### src/rtl/div_unit_pkg.sv
// Shared types and constants for the iterative 32-bit divider (div_unit).
package div_unit_pkg;

  typedef logic [31:0] Reg_data_t;
  typedef logic        Bit_t;

  localparam int unsigned DIV_ITERS = 32;
  localparam int unsigned CNT_W     = $clog2(DIV_ITERS);

  typedef logic [CNT_W-1:0] Cnt_t;

  typedef enum logic [1:0] {
    IDLE = 2'd0,
    RUN  = 2'd1,
    DONE = 2'd2
  } Div_state_t;

  // Two's-complement negate when neg is set; used for magnitudes and sign fix-up.
  function automatic Reg_data_t cond_neg(input Bit_t neg, input Reg_data_t x);
    return neg ? (~x + 32'd1) : x;
  endfunction

endpackage

### src/rtl/div_step.sv
// One restoring division iteration: shift in the next dividend bit, trial subtract,
// keep or restore the partial remainder and shift in one quotient bit.
module div_step
  import div_unit_pkg::*;
(
  input  logic [31:0] i_rem,
  input  logic [31:0] i_quo,
  input  logic [31:0] i_div,
  output logic [31:0] o_rem,
  output logic [31:0] o_quo
);

  logic [32:0] w_shift;
  logic [32:0] w_diff;
  Bit_t        w_qbit;

  // Partial remainder stays below the divisor, so the shifted value fits in 33 bits.
  always_comb begin
    w_shift = {i_rem, i_quo[31]};
    w_diff  = w_shift - {1'b0, i_div};
    w_qbit  = ~w_diff[32];
    o_rem   = w_qbit ? w_diff[31:0] : w_shift[31:0];
    o_quo   = {i_quo[30:0], w_qbit};
  end

endmodule

### src/rtl/div_unit.sv
// Multi-cycle DIV/DIVU unit: IDLE -> RUN (32 iterations) -> DONE, cancellable.
// Optional macro DIV_ZERO_SHORTCUT_EN: zero divisor goes straight to DONE.
module div_unit
  import div_unit_pkg::*;
(
  input  logic        clk,
  input  logic        rst,
  input  logic        start,
  input  logic        signed_i,
  input  logic [31:0] dividend_i,
  input  logic [31:0] divisor_i,
  input  logic        cancel,
  output logic        busy_o,
  output logic        valid_o,
  output logic [31:0] quotient_o,
  output logic [31:0] remainder_o,
  output logic        div_by_zero_o
);

  Div_state_t r_state;
  Div_state_t w_state_nxt;

  Reg_data_t  r_rem;
  Reg_data_t  r_quo;
  Reg_data_t  r_div;
  Bit_t       r_neg_q;
  Bit_t       r_neg_r;
  Bit_t       r_dbz;
  Cnt_t       r_cnt;

  Reg_data_t  w_rem;
  Reg_data_t  w_quo;
  Bit_t       w_a_neg;
  Bit_t       w_b_neg;
  Bit_t       w_zero;
  Bit_t       w_last;

  assign w_a_neg = signed_i & dividend_i[31];
  assign w_b_neg = signed_i & divisor_i[31];
  assign w_zero  = (divisor_i == '0);
  assign w_last  = (r_state == RUN) && (r_cnt == CNT_W'(DIV_ITERS - 1));

  assign busy_o  = (r_state != IDLE);
  assign valid_o = (r_state == DONE);

  div_step u_step (
    .i_rem (r_rem),
    .i_quo (r_quo),
    .i_div (r_div),
    .o_rem (w_rem),
    .o_quo (w_quo)
  );

  always_ff @(posedge clk) begin
    if (rst) r_state <= IDLE;
    else     r_state <= w_state_nxt;
  end

  always_comb begin
    w_state_nxt = r_state;
    unique case (r_state)
      IDLE: begin
        if (start) begin
`ifdef DIV_ZERO_SHORTCUT_EN
          w_state_nxt = w_zero ? DONE : RUN;
`else
          w_state_nxt = RUN;
`endif
        end
      end
      RUN:     if (w_last) w_state_nxt = DONE;
      DONE:    w_state_nxt = IDLE;
      default: w_state_nxt = IDLE;
    endcase
    if (cancel) w_state_nxt = IDLE;
  end

  // The quotient register doubles as the dividend shifter: its MSB feeds each step.
  always_ff @(posedge clk) begin
    if (rst) begin
      r_rem         <= '0;
      r_quo         <= '0;
      r_div         <= '0;
      r_neg_q       <= 1'b0;
      r_neg_r       <= 1'b0;
      r_dbz         <= 1'b0;
      r_cnt         <= '0;
      quotient_o    <= '0;
      remainder_o   <= '0;
      div_by_zero_o <= 1'b0;
    end else if (!cancel) begin
      unique case (r_state)
        IDLE: begin
          if (start) begin
            r_rem   <= '0;
            r_quo   <= cond_neg(w_a_neg, dividend_i);
            r_div   <= cond_neg(w_b_neg, divisor_i);
            r_neg_q <= w_a_neg ^ w_b_neg;
            r_neg_r <= w_a_neg;
            r_dbz   <= w_zero;
            r_cnt   <= '0;
`ifdef DIV_ZERO_SHORTCUT_EN
            if (w_zero) begin
              quotient_o    <= '1;
              remainder_o   <= dividend_i;
              div_by_zero_o <= 1'b1;
            end
`endif
          end
        end
        RUN: begin
          r_rem <= w_rem;
          r_quo <= w_quo;
          r_cnt <= r_cnt + 1'b1;
          if (w_last) begin
            quotient_o    <= cond_neg(r_neg_q, w_quo);
            remainder_o   <= cond_neg(r_neg_r, w_rem);
            div_by_zero_o <= r_dbz;
          end
        end
        default: ;
      endcase
    end
  end

endmodule
### config.mk
export PLATFORM = sky130hd
export DESIGN_NAME = div_unit
export DESIGN_NICKNAME = d
export VERILOG_FILES = /design/src/rtl/div_unit_pkg.sv /design/src/rtl/div_step.sv /design/src/rtl/div_unit.sv
export SDC_FILE = /design/constraint.sdc
export NUM_CORES = 1
export LEC_CHECK = 0
export CORE_MARGIN = 5
export CORE_UTILIZATION = 30
export CTS_CLUSTER_DIAMETER = 150
export CTS_CLUSTER_SIZE = 20
export DETAILED_ROUTE_END_ITERATION = 16
export GPL_TIMING_DRIVEN = 0
export PLACE_DENSITY = 0.59
export SLEW_MARGIN = 10
export SYNTH_ARGS = -nofsm -noshare
export SYNTH_HDL_FRONTEND = slang
export SYNTH_SLANG_ARGS = --single-unit
### constraint.sdc
create_clock -name clk -period 6.9 [get_ports clk]
set_clock_uncertainty 0.05 [all_clocks]
set_input_delay 1.38 -clock clk [delete_from_list [all_inputs] [get_ports clk]]
set_output_delay 1.38 -clock clk [all_outputs]
set_load 0.01 [all_outputs]
After elaboration in Yosys (flattened, before gate mapping) --
Cells that the tools add are included. Widths: inputs -> output; s select.
Word-level totals: flip-flop bits (word level) 171, input bits 69, logic and storage cells 55
Cells by class: add/sub/neg operators 6, eq/ne operators 5, muxes and demuxes 14, bitwise gates (word level) 9, reductions and logical operators 10
Operator list (count):
- $mux 32 | 7
- $add 32x1->32 const B | 4
- $not 32->32 | 4
- $pmux 32 s2 | 2
- $sub 33x32->33 | 1
- $logic_not 32->1 | 1
- $pmux 5 s2 | 1
- $reduce_and 3->1 | 3
- $add 5x1->5 const B | 1
- $eq 5x5->1 const B | 1
- $mux 5 | 1
- $mux 2 | 2
- $ne 2x2->1 const B | 2
- $pmux 2 s2 | 1
- $reduce_bool 2->1 | 2
- $and 1x1->1 | 2
- $eq 2x1->1 const B | 1
- $eq 2x2->1 const B | 1
- $logic_not 2->1 | 1
- $not 1->1 | 2
- $reduce_and 2->1 | 1
- $reduce_or 2->1 | 1
- $logic_and 1x1->1 | 1
- $xor 1x1->1 | 1

Logic depth before layout (Yosys ltp) --
depth in word-level cells 5, depth in mapped cells 24, mapped depth without buffers 22

Modules after synthesis --
From an unflattened synthesis, not the netlist that was laid out.
Second synthesis, totals: cells, all modules 1545, area total of the unflattened synthesis 12273.0 um^2
Modules (own cells, without submodules):
- div_unit | instances 1, cells an instance 1207, area an instance 9666.8 um^2, sequential area each 3423.3 um^2
- div_step | instances 1, cells an instance 338, area an instance 2606.2 um^2, sequential area each 0.0 um^2

Worst setup path after synthesis --
Ideal clock, no wire load.
path kind register -> register, start register r_quo[31], end register remainder_o[30], setup time 0.130 ns, arrival time 4.989 ns, required time 6.720 ns, path slack 1.732 ns, stages on the path, launching flop included 24, period minus slack after synthesis 5.168 ns, path through dfxtp_1 -> inv_1 -> ha_1 -> fa_1 -> nand2b_1 -> a211oi_2 -> o211a_1 -> o211ai_1 -> a21oi_1 -> nor2_1 -> inv_1 -> clkbuf_1 -> clkbuf_1 -> nor2_1 -> a21oi_1 -> ha_1 -> inv_1 -> nor4_1 -> nand4_1 -> a222oi_1 -> nand4b_2 -> nor3_1 -> mux2i_1 -> o21ai_0
Between the ends: word-level cells in the longest chain between the ends 5
RTL lines:
- from (decl) | RTL line div_unit.sv:24 | Reg_data_t r_quo;
- from (signal assigned) | RTL line div_unit.sv:96 | r_quo <= cond_neg(w_a_neg, dividend_i);
- from (signal assigned) | RTL line div_unit.sv:113 | r_quo <= w_quo;
- $sub 33x32->33 | RTL line div_step.sv:20 | w_diff = w_shift - {1'b0, i_div};
- $mux 32 (*) | RTL line div_step.sv:22 | o_rem = w_qbit ? w_diff[31:0] : w_shift[31:0];
- $not 32->32 | RTL line div_unit_pkg.sv:20 | return neg ? (~x + 32'd1) : x;
- $add 32x1->32 | RTL line div_unit_pkg.sv:20
- $mux 32 (*) | RTL line div_unit_pkg.sv:20
- to (signal assigned) | RTL line div_unit.sv:117 | remainder_o <= cond_neg(r_neg_r, w_rem);
- to (decl) | RTL line div_unit.sv:16 | output logic [31:0] remainder_o,
Mark *: on every way between the ends. The rest lies on a longest branch, timed or not. A chain may end at the register's enable or synchronous reset.

Worst setup path after layout --
Ends and elaborated chain as after synthesis.

==> impl_metrics.yaml <==
run_status:
  status: "finished, final reports clean"
global_routing:
  grtUsageMet2_pct: 29.9
  grt_pass1_vias: 11100
  grt_max_degree: 19
  antenna_found_initial: 0
  use_met1_pct: 27.1
  track_usage_pct: 19.1
  grt_util_met3_pct: 3.12
  grt_pass1_wl_mm: 63.0
  grt-busiest-layer: "met2"
  grt_overflow: 0
clock_network:
  cts_buffers: 17
  cts_htree_levels: 4
  root_buffer: "clkbuf_16"
  clock_latency_ns: 0.44
  cts.sinks: 171
  clkTransAtPathRegs_ns: 0.08
  cts_tree: "done"
  clock_path_buffers: 2
  cts_hold_buf: 0
cells_and_area:
  finish.instance_area_um2: 14000
  syn2layout_area_growth_pct: 22.8
  antennaDiodeCount: 0
  fin_nets: 1795
  drive_gt1_share_pct: 4.00
route:
  drtAntennaViolNets: 0
  drt_iter0_markers: 979
  drc: 0
  route.vias.total: 11800
  wirelength_mm: 41.4
  drt-pass1-iter-count: 5
  detail_route.wl_per_cell_um: 18.7
  via_per_inst: 5.35
timing:
  worstMarginPinSlew_ns: 0.995
  setup_viol: 0
  slew_violations: 0
  fmax_mhz: 157
  slew_headroom_pct: 33.1
  fin_crit_ns: 6.38
  hold-worst-slack_ns: 0.407
  rsz0062_at_grt: "no"
  worst_slack_ns: 0.518
  hold_violations: 0
  timing.final.crit_share_pct: 92.5
die:
  ios: 136
  die_w_um: 205
  die_height_um: 205
  core_area_um2: 37600
  start_util_pct: 30.3
  dieArea_um2: 42000
  num_rows: 71
critical_path:
  crit_path_end_kind: "register"
  critical_path_required_ns: 7.16
  worstPathMaxFanout: 12
  crit_path_start_kind: "register"
  critPathArrivalTime_ns: 6.65
  worstSetupPathType: "register to register"
hold_path:
  min_path_type: "register to register"
logic_synthesis:
  syn-num-nets: 1641
  yosysTopAreaCell: "dfxtp_1"
  synthArstFlopShare_pct: 0
  synth_top_flop_cell: "dfxtp_1"
  netlist_area_um2: 11400
  synth_top_area_share_pct: 30.0
  seq_area_frac_synth_pct: 30.0
  synth_cell_types: 72
  synth.area.top_cells: "dfxtp_1, nor2_1, a211oi_1"
  synth_seq_cells: 171
  synth-edff-count: 0
  synth.avg_cell_area_um2: 7.44
  synth_cells: 1533
  yosysWarnings: 0
power:
  finalPower_mw: 2.61
  p_leak_nw: 5.04
  ir_drop_mv: 0.171
  p_per_area_nw_per_um2: 186
placement:
  placed_area_um2: 13400
  gp_congestion: 0.937
  io_buffer_count: 134
  dpl_worst_slack_ns: -0.352
  dpl.hpwl_mm: 33.4
run:
  max-cap-violations: 0
==> synth_stat cells (10+ instances only) <==
library cell,count
o21ai_0,72
o31ai_1,17
nor2_1,240
nor4_1,20
xor2_1,68
o41ai_1,12
or4_1,12
a211oi_1,98
a31oi_1,11
a22oi_1,31
nand2_1,156
nand4_1,10
ha_1,38
a21oi_1,133
or3_1,13
nand3_1,14
mux2i_1,15
nand2b_1,14
and2_1,10
nor3_1,44
clkbuf_1,72
xnor2_1,62
o211ai_1,14
inv_1,59
dfxtp_1,171
==> metrics by stage <==
stage	TNS, ns	instances	util (%)
after floorplan	0	1533	-
after global placement	-0.591	2178	35.6
after detailed placement	-1.55	2178	35.6
after CTS	0	2212	37.3
after global routing	0	2211	37.3
final	0	2211	37.3
==> cell families (layout without fill, tap and decap cells) <==
family | after synthesis | after routing | synth area share (%)
xor+xnor | 130 | 130 | 9.99
fa+ha+maj | 39 | 39 | 4.35
buf+inv | 151 | 318 | 5.21
flops | 171 | 171 | 30.0
mux | 22 | 22 | 2.01
compound gates | 452 | 452 | 26.1
simple gates | 568 | 568 | 22.4
==> flip-flops by register name, summed over array words and instances, names as in the netlist <==
register and flops:
r_rem 32, quotient_o 32, r_quo 32, r_cnt 5
r_state 2, r_div 32, r_neg_r 1, r_neg_q 1
remainder_o 32, div_by_zero_o 1, r_dbz 1
==> path summary, 6_finish.rpt <==
check | from | end | slack (ns) | depth (start not counted)
max | r_quo[31] | remainder_o[30] | 0.52 | 24
min | remainder_o[18] | remainder_o[18] | 0.41 | 2
max reg2reg | r_quo[31] | remainder_o[30] | 0.52 | 24
min reg2reg | remainder_o[18] | remainder_o[18] | 0.41 | 2
==> worst max-delay path, stage by stage (launching register included) <==
cell      delay (ns)
dfxtp_1         0.42
inv_1           0.09
ha_1            0.23
fa_1            0.40
nand2b_1        0.20
a211oi_2        0.48
o211a_1         0.32
o211a_1         0.19
nor3_1          0.07
nor2_1          0.42
inv_2           0.27
clkbuf_2        0.35
nand2_1         0.14
o21ai_0         0.17
inv_1           0.10
ha_1            0.21
inv_1           0.09
nor4_1          0.48
nand4_1         0.23
a222oi_1        0.33
buf_4           0.21
nand4b_2        0.19
nor3_1          0.26
mux2i_1         0.23
o21ai_0         0.10
==> power by group <==
part	internal (mW)	leakage, nW	switching, mW
clock	0.530	0.296	0.477
combinational	0.207	3.35	0.353
sequential	1.01	1.39	0.0277
total	1.75	5.04	0.858
==> placed cells by master, fill, tap and decap left out, drive strengths merged, types with 11 or more instances in the layout <==
cell type	count
nor3	45
clkbuf	89
nor4	20
or4	12
a31oi	11
o41ai	12
xor2	68
clkdlybuf4s50	134
and2	11
nand3	14
ha	38
nor2	240
inv	69
dfxtp	171
o31ai	17
mux2i	15
buf	21
nand2b	14
a21oi	133
nand2	157
a22oi	31
a211oi	100
xnor2	62
o21ai	76
o211ai	14
or3	14
==> metal layers <==
metal	vias to the layer above	wire, µm
li1	5803	-
met1	5565	19600
met2	385	18200
met3	68	2410
met4	0	1130
met5	-	0
==> area by class of cell <==
class | instances | area [µm²]
buffer | 90 | 367
clock buffer | 18 | 439
clock inverter | 14 | 165
fill | 4015 | 23600
inverter | 60 | 225
multi-input combinational | 1211 | 7390
sequential | 171 | 3420
tap | 511 | 639
timing repair buffer | 136 | 1360
==> timing repair <==
action	CTS	global route
endpoints found under the setup margin	9	9
endpoints found under the hold margin	0	0
setup buffers	2	0
pin swaps	1	0
gates resized for setup	0	3
No activity file was read; power rests on OpenSTA's default activity.
